$ cat config.mk
export PLATFORM = sky130hd
export DESIGN_NAME = servo_pwm_capture
export DESIGN_NICKNAME = d
export VERILOG_FILES = /design/src/rtl/servo_pkg.sv /design/src/rtl/us_tick_gen.sv /design/src/rtl/servo_pwm_capture.sv
export SDC_FILE = /design/constraint.sdc
export NUM_CORES = 1
export LEC_CHECK = 0
export ABC_AREA = 1
export ABC_CLOCK_PERIOD_IN_PS = 2440
export CORE_ASPECT_RATIO = 0.8
export CORE_MARGIN = 3
export CORE_UTILIZATION = 40
export CTS_CLUSTER_SIZE = 14
export DETAILED_ROUTE_END_ITERATION = 12
export GPL_TIMING_DRIVEN = 1
export PLACE_DENSITY = 0.61
export SYNTH_ARGS = -nofsm -noshare
export SYNTH_HDL_FRONTEND = slang
export SYNTH_SLANG_ARGS = --single-unit
$ cat constraint.sdc
create_clock -name clk -period 2.44 [get_ports clk]
set_input_delay 0.488 -clock clk [delete_from_list [all_inputs] [get_ports clk]]
set_output_delay 0.488 -clock clk [all_outputs]
set_load 0.01 [all_outputs]
$ cat src/rtl/servo_pkg.sv
// Shared servo PWM link constants, used by both the pulse generator and the capture side
// so the position encoding stays consistent.
package servo_pkg;

  localparam int unsigned SERVO_MIN_US     = 1000;
  localparam int unsigned SERVO_MAX_US     = 2000;
  localparam int unsigned SERVO_FRAME_US   = 20000;
  localparam int unsigned SERVO_TIMEOUT_US = 25000;
  localparam int unsigned CLKS_PER_US      = 100;
  localparam int unsigned POS_W            = 10;
  localparam int unsigned WIDTH_W          = 12;
  localparam int unsigned FRAME_W          = 15;

  typedef enum logic [1:0] {
    StWaitLow,
    StIdle,
    StHigh
  } cap_state_e;

endpackage

$ cat src/rtl/us_tick_gen.sv
// Microsecond prescaler: one-cycle tick every CLKS_PER_US clocks, restartable with clr.
module us_tick_gen #(
  parameter int unsigned CLKS_PER_US = 100
) (
  input  logic clk,
  input  logic rst,
  input  logic clr,
  output logic tick
);

  localparam int unsigned CntW = (CLKS_PER_US > 1) ? $clog2(CLKS_PER_US) : 1;

  logic [CntW-1:0] cnt_q;

  assign tick = (cnt_q == CntW'(CLKS_PER_US - 1));

  always_ff @(posedge clk) begin
    if (rst || clr) begin
      cnt_q <= '0;
    end else if (tick) begin
      cnt_q <= '0;
    end else begin
      cnt_q <= cnt_q + 1'b1;
    end
  end

endmodule

$ cat src/rtl/servo_pwm_capture.sv
// Servo PWM receiver: measures pulse high time in microseconds, converts it to a position
// word, and flags out-of-range pulses and loss of signal.
module servo_pwm_capture #(
  parameter int unsigned CLKS_PER_US = servo_pkg::CLKS_PER_US,
  parameter int unsigned MIN_US      = servo_pkg::SERVO_MIN_US,
  parameter int unsigned MAX_US      = servo_pkg::SERVO_MAX_US,
  parameter int unsigned TIMEOUT_US  = servo_pkg::SERVO_TIMEOUT_US
) (
  input  logic                       clk,
  input  logic                       rst,
  input  logic                       pwm_in,
  output logic [servo_pkg::POS_W-1:0] pos,
  output logic                       pos_valid,
  output logic                       err_range,
  output logic                       signal_lost
);

  import servo_pkg::*;

  localparam int unsigned WidthMax = (1 << WIDTH_W) - 1;

  logic               sync1_q, sync2_q, hist_q;
  logic               rise_q, fall_q;
  logic               tick, timeout_hit, in_range;
  logic [WIDTH_W-1:0] width_q, width_next;
  logic [FRAME_W-1:0] frame_q;
  cap_state_e         state_q;
  logic [POS_W-1:0]   pos_q;
  logic               pos_valid_q, err_range_q, signal_lost_q;

  // Synchronizer and history are deliberately not reset: a pulse in flight across reset
  // must not look like a fresh rising edge once reset releases.
  always_ff @(posedge clk) begin
    sync1_q <= pwm_in;
    sync2_q <= sync1_q;
    hist_q  <= sync2_q;
  end

  // Edge strobes are registered so strobes land three edges after the input sample.
  always_ff @(posedge clk) begin
    if (rst) begin
      rise_q <= 1'b0;
      fall_q <= 1'b0;
    end else begin
      rise_q <= sync2_q & ~hist_q;
      fall_q <= ~sync2_q & hist_q;
    end
  end

  us_tick_gen #(
    .CLKS_PER_US(CLKS_PER_US)
  ) u_tick (
    .clk (clk),
    .rst (rst),
    .clr (rise_q),
    .tick(tick)
  );

  always_comb begin
    width_next = width_q;
    if (state_q == StHigh && tick && width_q != WIDTH_W'(WidthMax)) begin
      width_next = width_q + 1'b1;
    end
  end

  assign in_range    = (width_next >= WIDTH_W'(MIN_US)) && (width_next <= WIDTH_W'(MAX_US));
  assign timeout_hit = tick && !rise_q && (frame_q == FRAME_W'(TIMEOUT_US - 1));

  always_ff @(posedge clk) begin
    if (rst) begin
      width_q <= '0;
      frame_q <= '0;
    end else if (rise_q) begin
      width_q <= '0;
      frame_q <= '0;
    end else begin
      width_q <= width_next;
      if (tick && frame_q < FRAME_W'(TIMEOUT_US)) begin
        frame_q <= frame_q + 1'b1;
      end
    end
  end

  always_ff @(posedge clk) begin
    if (rst) begin
      state_q       <= StWaitLow;
      pos_q         <= '0;
      pos_valid_q   <= 1'b0;
      err_range_q   <= 1'b0;
      signal_lost_q <= 1'b1;
    end else begin
      pos_valid_q <= 1'b0;
      err_range_q <= 1'b0;
      if (timeout_hit) begin
        signal_lost_q <= 1'b1;
      end
      unique case (state_q)
        StWaitLow: begin
          if (!sync2_q) state_q <= StIdle;
        end
        StIdle: begin
          if (rise_q) state_q <= StHigh;
        end
        StHigh: begin
          if (fall_q) begin
            state_q <= StIdle;
            if (in_range) begin
              pos_q         <= POS_W'(width_next - WIDTH_W'(MIN_US));
              pos_valid_q   <= 1'b1;
              // Later assignment overrides a coincident timeout: the accepted pulse wins.
              signal_lost_q <= 1'b0;
            end else begin
              err_range_q <= 1'b1;
            end
          end else if (width_next == WIDTH_W'(WidthMax)) begin
            err_range_q <= 1'b1;
            state_q     <= StWaitLow;
          end
        end
        default: state_q <= StWaitLow;
      endcase
    end
  end

  assign pos         = pos_q;
  assign pos_valid   = pos_valid_q;
  assign err_range   = err_range_q;
  assign signal_lost = signal_lost_q;

endmodule

==> summary.md, run 1 <==
| Metric | Value |
|---|---|
| Largest net degree at the start of global routing | 17 |
| TritonCTS clock tree | built |
| Required @ worst endpoint | 2.69 ns |
| Core Area | 6990 sq um |
| Initial Util | 41.9% |
| Drt pass-1 iters | 4 |
| Hold path depth | 0 |
| Synthesized netlist cell count | 448 |
| Min Hold Slack | 0.335 ns |
| Hold violation total from the final report | 0 |
| HP Start | sync1_q |
| Arr. time, crit path | 2.55 ns |
| Commonest non-fill, non-tap cell in the layout | nand2_1 |
| Hpwl dp | 5240 um |
| Worst-path cell chain | ha_4 > nand2_1 > clkinv_1 > nand3_4 > nor2_4 > nand2_4 > nand2_2 > nand2_4 > inv_1 > ha_1 > inv_1 > nor2_1 > nand3_1 > nand2_2 > nand3_4 > buf_6 > nand2_1 > inv_1 > nor2_2 |
| Most frequent CP cell | inv_1 |
| Final ANT Viol Nets | 0 |
| CTS Buffer Depth | 2 |
| Commonest non-fill, non-tap cells in the layout | 106 x nand2_1, 68 x inv_1, 55 x nor2_1 |
| Syn Area/Cell | 6.54 sq um |
| RR Startpoint | u_tick.cnt_q[0] |
| Die area | 8400 sq um |
| Number of core rows | 27 |
| Ys flop type | dfxtp_1 |
| CTS root buf | clkbuf_8 |
| WL per Instance | 12.1 um |
| CP Launch Type | flop |
| Total Power | 1.56 mW |
| Setup CP Type | reg -> reg |
| Worst-Margin Slew | 0.736 ns |
| Number of flops mapped to enable cells by yosys | 0 |
| Crit end category | flop |
| Buf/Inv on CP | 5 |
| Ant. Diodes | 0 |
| Total leakage power | 1.43 nW |
| Worst clock skew | 0.00637 ns |
| Die Height | 82.6 um |
| WL final | 6920 um |
| Clock transition at path regs | 0.10 ns |
| Detailed router's first-iteration violation count | 184 |
| Post-synth top area share | 36.9% |
| H-tree depth | 2 |
| Synth area leaders | dfxtp_1 37%, nand2_1 14%, inv_1 8.8% |
| Gr ovfl total | 0 |
| Ys async rst share | 0% |
| I/O Pins | 16 |
| Setup violators final | 0 |
| Final Max Slew Viols | 0 |
| MaxCap Viol Count | 0 |
| Synth Net Count | 455 |
| Initial antenna violation count | 0 |
| Layout Cells excl Fill | 574 |
| I/O Buffers | 15 |
| Share of cells above drive strength 1 | 17.0% |
| Clk_lat worst skew | 0.31 ns |
| Layout fillers | 690 |
| CTS Sinks | 54 |
| Outcome | complete, no violations |
| GRT Overall Usage | 17.5% |
| Routed vias/inst | 4.95 |
| Min cycle time layout | 2.30 ns |
| RSZ-0062 raised after global routing | true |
| Delay-heaviest family, CP | simple AND/OR/NAND/NOR gates |
| Vias in the first global route | 2564 |
| Post-Syn Area | 2930 sq um |
| Cts bufs inserted | 5 |
| Post-layout nets | 493 |
| RePlAce Congestion | 0.910 |
| Number of synthesized register bits | 54 |
| Critical path fanouts, max | 7 |
| Worst path max stage delay | 0.37 ns |
| CP max-delay cell | dfxtp_2 |
| Final period utilization | 94.1% |
| Worst slew margin | 50.8% |
| Worst hold path class | reg -> reg |
| Yosys Warn Count | 0 |
| Inst Count DP | 561 |
| Distinct cells, synth | 29 |
| Peak VDD IR | 0.000311 V |
| Setup crit start | u_tick.cnt_q[0] |
| Worst r2r path cells | 19 |
| Via count | 2840 |
| DRC viols | 0 |
| Pwr Density | 440 nW/um^2 |
| First-pass GRT wire length | 11700 um |
| Synth area leader | dfxtp_1 |
| Cell depth of the worst setup path | 19 |
| Die Wd | 102 um |
| Achievable Freq | 436 MHz |
| Area Overhead vs Synth | 20.8% |
| Register area share after synthesis | 36.9% |
| Core Util, Final | 50.6% |
state kept, by name, summed over array words and instances (netlist names), 2 cells and up:
signal,count
state_q,2
pos,10
frame_q,15
width_q,12
u_tick.cnt_q,7
through the flow:
stage / TNS [ns] / area [sq um] / worst slack (ns)
2_1_floorplan: 0 / 2930 / 0.170
3_3_place_gp: 0 / 3280 / 0.126
3_5_place_dp: 0 / 3280 / 0.0696
4_1_cts: 0 / 3390 / 0.00823
5_1_grt: -0.776 / 3540 / -0.0951
6_report: 0 / 3540 / 0.144
cell type report:
type | instances | area [sq um] | area share (%)
Multi-Input combinational cell | 313 | 1630 | 45.9
Sequential cell | 54 | 1090 | 30.7
Timing Repair Buffer | 38 | 330 | 9.33
Inverter | 74 | 278 | 7.84
Tap cell | 87 | 109 | 3.07
Clock buffer | 6 | 72.6 | 2.05
Clock inverter | 2 | 37.5 | 1.06
power breakdown:
group | total [mW] | switching, mW | internal [mW]
combinational | 0.0564 | 0.0338 | 0.0226
sequential | 0.900 | 0.00918 | 0.891
clock | 0.602 | 0.295 | 0.307
final timing paths:
kind                  end  slack (ns)
setup reg to reg   pos[1]        0.14
hold reg to reg   sync2_q        0.34
hold / removal    sync2_q        0.34
setup / recovery   pos[1]        0.14
Yosys cell counts (2+ instances only):
master    instances
ha_1              4
inv_1            69
xor2_1            6
o21bai_1          2
dfxtp_1          54
nor2_4            3
nand3_2           2
nand4_1          20
nor2_1           61
nand2_2          17
clkbuf_1          4
inv_2             3
clkinv_1          2
o21ai_0          15
nor2_2            6
nand3_1          28
and3_1            2
nor3_1           10
nand2_1         111
buf_6             3
a21oi_1          17
o21a_1            2
routing by layer:
layer / share of wire [%] / global-route usage (%)
met1: 54 / 25.8
met2: 42 / 26.5
met3: 3.0 / 2.94
met4: 0.94 / 4.38
met5: 0 / 0
cells by family (layout without fill, tap and decap cells):
family | after synthesis | after routing | synth area share (%)
compound gates | 39 | 39 | 7.30
xor+xnor | 6 | 6 | 1.79
fa+ha+maj | 4 | 4 | 1.71
buf+inv | 82 | 120 | 11.3
flops | 54 | 54 | 36.9
simple gates | 263 | 264 | 41.0
timing repair:
item,in CTS,in global routing
setup endpoints to repair,0,13
setup buffers,0,4
hold buffers,0,0
gates resized for setup,0,33
(Power assumes the default switching activity.)
==> run 2: changes to the inputs <==
--- a/config.mk
+++ b/config.mk
@@ -7,6 +7,7 @@
 export LEC_CHECK = 0
 export ABC_AREA = 1
 export ABC_CLOCK_PERIOD_IN_PS = 2440
+export CAP_MARGIN = 10
 export CORE_ASPECT_RATIO = 0.8
 export CORE_MARGIN = 3
 export CORE_UTILIZATION = 40
==> results of run 2 <==
Final layout, timing and power as in run 1 (identical DEF).
==> run 3: changes to the inputs <==
--- a/config.mk
+++ b/config.mk
@@ -10,11 +10,11 @@
 export CAP_MARGIN = 10
 export CORE_ASPECT_RATIO = 0.8
 export CORE_MARGIN = 3
-export CORE_UTILIZATION = 40
+export CORE_UTILIZATION = 54
 export CTS_CLUSTER_SIZE = 14
 export DETAILED_ROUTE_END_ITERATION = 12
 export GPL_TIMING_DRIVEN = 1
-export PLACE_DENSITY = 0.61
+export PLACE_DENSITY = 0.78
 export SYNTH_ARGS = -nofsm -noshare
 export SYNTH_HDL_FRONTEND = slang
 export SYNTH_SLANG_ARGS = --single-unit
==> run 3 against run 2 <==
  * Routed wire length shrank 6.1%
  * Count of clock-buffer cells in the layout is the same
  * Global-route usage grew 3.6 points
  * Flip-flop and latch count is the same
  * Non-clock buffer count shrank 7
  * Combinational power shrank 9.8%
  * Highest routed layer unchanged
==> summary.md, run 3 (same netlist as run 1, synthesis figures left out) <==
| Metric | Value |
|---|---|
| Outcome | complete, no violations |
| Initial antenna violation count | 0 |
| TritonCTS clock tree | built |
| Peak VDD IR | 0.000415 V |
| Total Power | 1.44 mW |
| Die area | 6350 sq um |
| Largest net degree at the start of global routing | 18 |
| CTS Buffer Depth | 2 |
| Initial Util | 57.2% |
| Metal-1 WL | 3430 um |
| Routed vias/inst | 5.12 |
| Post-layout nets | 486 |
| Max FFs per register | 15 |
| Share of cells above drive strength 1 | 16.1% |
| Setup violators final | 0 |
| Core Area | 5120 sq um |
| CTS Sinks | 54 |
| Clock transition at path regs | 0.10 ns |
| Vias in the first global route | 2393 |
| Cts bufs inserted | 5 |
| MaxCap Viol Count | 0 |
| Commonest non-fill, non-tap cells in the layout | 105 x nand2_1, 68 x inv_1, 56 x nor2_1 |
| CP Launch Type | flop |
| Final setup margin | 0.191 ns |
| Commonest non-fill, non-tap cell in the layout | nand2_1 |
| Crit end category | flop |
| Detailed router's first-iteration violation count | 159 |
| Hpwl dp | 4880 um |
| Achievable Freq | 445 MHz |
| Hold violation total from the final report | 0 |
| Routed wl met2 | 2710 um |
| DRC viols | 0 |
| Gr ovfl total | 0 |
| H-tree depth | 2 |
| Required @ worst endpoint | 2.65 ns |
| WL final | 6500 um |
| Die Wd | 88.4 um |
| WL per Instance | 12.0 um |
| GRT Overall Usage | 21.1% |
| RePlAce Congestion | 0.899 |
| Core Util, Final | 66.9% |
| Worst hold path class | reg -> reg |
| Worst slew margin | 56.3% |
| Pwr Density | 419 nW/um^2 |
| Arr. time, crit path | 2.46 ns |
| Met3 wire len | 267 um |
| Area Overhead vs Synth | 16.9% |
| Total leakage power | 1.38 nW |
| First-pass GRT wire length | 10700 um |
| I/O Buffers | 15 |
| Critical path fanouts, max | 8 |
| Worst r2r path cells | 16 |
| Ant. Diodes | 0 |
| Largest reg by FF count | frame_q |
| Highest metal used | met4 |
| Worst-Margin Slew | 0.652 ns |
| Pre-CTS WS | -0.135 ns |
| Layout fillers | 471 |
| Min cycle time layout | 2.25 ns |
| Number of core rows | 23 |
| Setup CP Type | reg -> reg |
| Clk_lat worst skew | 0.31 ns |
| CTS root buf | clkbuf_8 |
| Final ANT Viol Nets | 0 |
| Via count | 2772 |
| Drt pass-1 iters | 4 |
| Final period utilization | 92.2% |
| Hold path depth | 0 |
| Worst clock skew | 0.0105 ns |
| Final Max Slew Viols | 0 |
| Die Height | 71.9 um |
| I/O Pins | 16 |
[run 3: critical path: stages, from the launching register on]
cell,delay [ns]
dfxtp_2,0.35
ha_1,0.20
buf_4,0.16
nand2_1,0.12
nor2_4,0.06
nor2_4,0.20
nand2_1,0.09
nand2_2,0.10
buf_4,0.13
nand2_1,0.05
nand2_1,0.08
o21bai_1,0.08
nand2_2,0.12
nand3_2,0.08
buf_6,0.17
a21oi_2,0.11
inv_1,0.04
[run 3: where the power goes]
part	switching [mW]	internal (mW)	leakage (nW)	total (mW)
sequential	0.00883	0.891	0.440	0.900
clock	0.289	0.198	0.0373	0.487
combinational	0.0329	0.0180	0.905	0.0509
total	0.331	1.11	1.38	1.44
[run 3: per-stage QoR]
stage	cell area, sq um	hold slack, ns	std cells	TNS, ns
after floorplan	2930	0.310	448	0
after global placement	3200	0.312	530	-0.0575
after detailed placement	3200	0.314	530	-1.30
after CTS	3300	0.335	538	0
after global routing	3430	0.350	541	-0.000127
final	3430	0.333	541	0
[run 3: final timing paths]
kind	start	to	slack (ns)
worst max-delay path	width_q[1]	signal_lost	0.19
worst min-delay path	sync1_q	sync2_q	0.33
worst max register to register	width_q[1]	signal_lost	0.19
worst min register to register	sync1_q	sync2_q	0.33
[run 3: routing by layer]
layer / vias to the layer above / track usage, %
met5: - / 0
met4: 0 / 6.88
met3: 9 / 3.63
met2: 52 / 30.9
met1: 1241 / 31.6
li1: 1470 / -
[run 3: repair_timing]
item | in CTS | in global routing
cloned | 0 | 1
setup endpoints to repair | 13 | 16
pin swaps | 1 | 11
hold buffers | 0 | 0
setup buffers | 1 | 2
gates resized for setup | 3 | 31
[run 3: area by class of cell]
cell class,instances,area (sq um),share of cell area [%]
Clock inverter,1,7.51,0.219
Multi-Input combinational cell,313,1630,47.4
Tap cell,62,77.6,2.26
Sequential cell,54,1090,31.8
Clock buffer,6,72.6,2.12
Timing Repair Buffer,31,278,8.10
Inverter,74,278,8.10
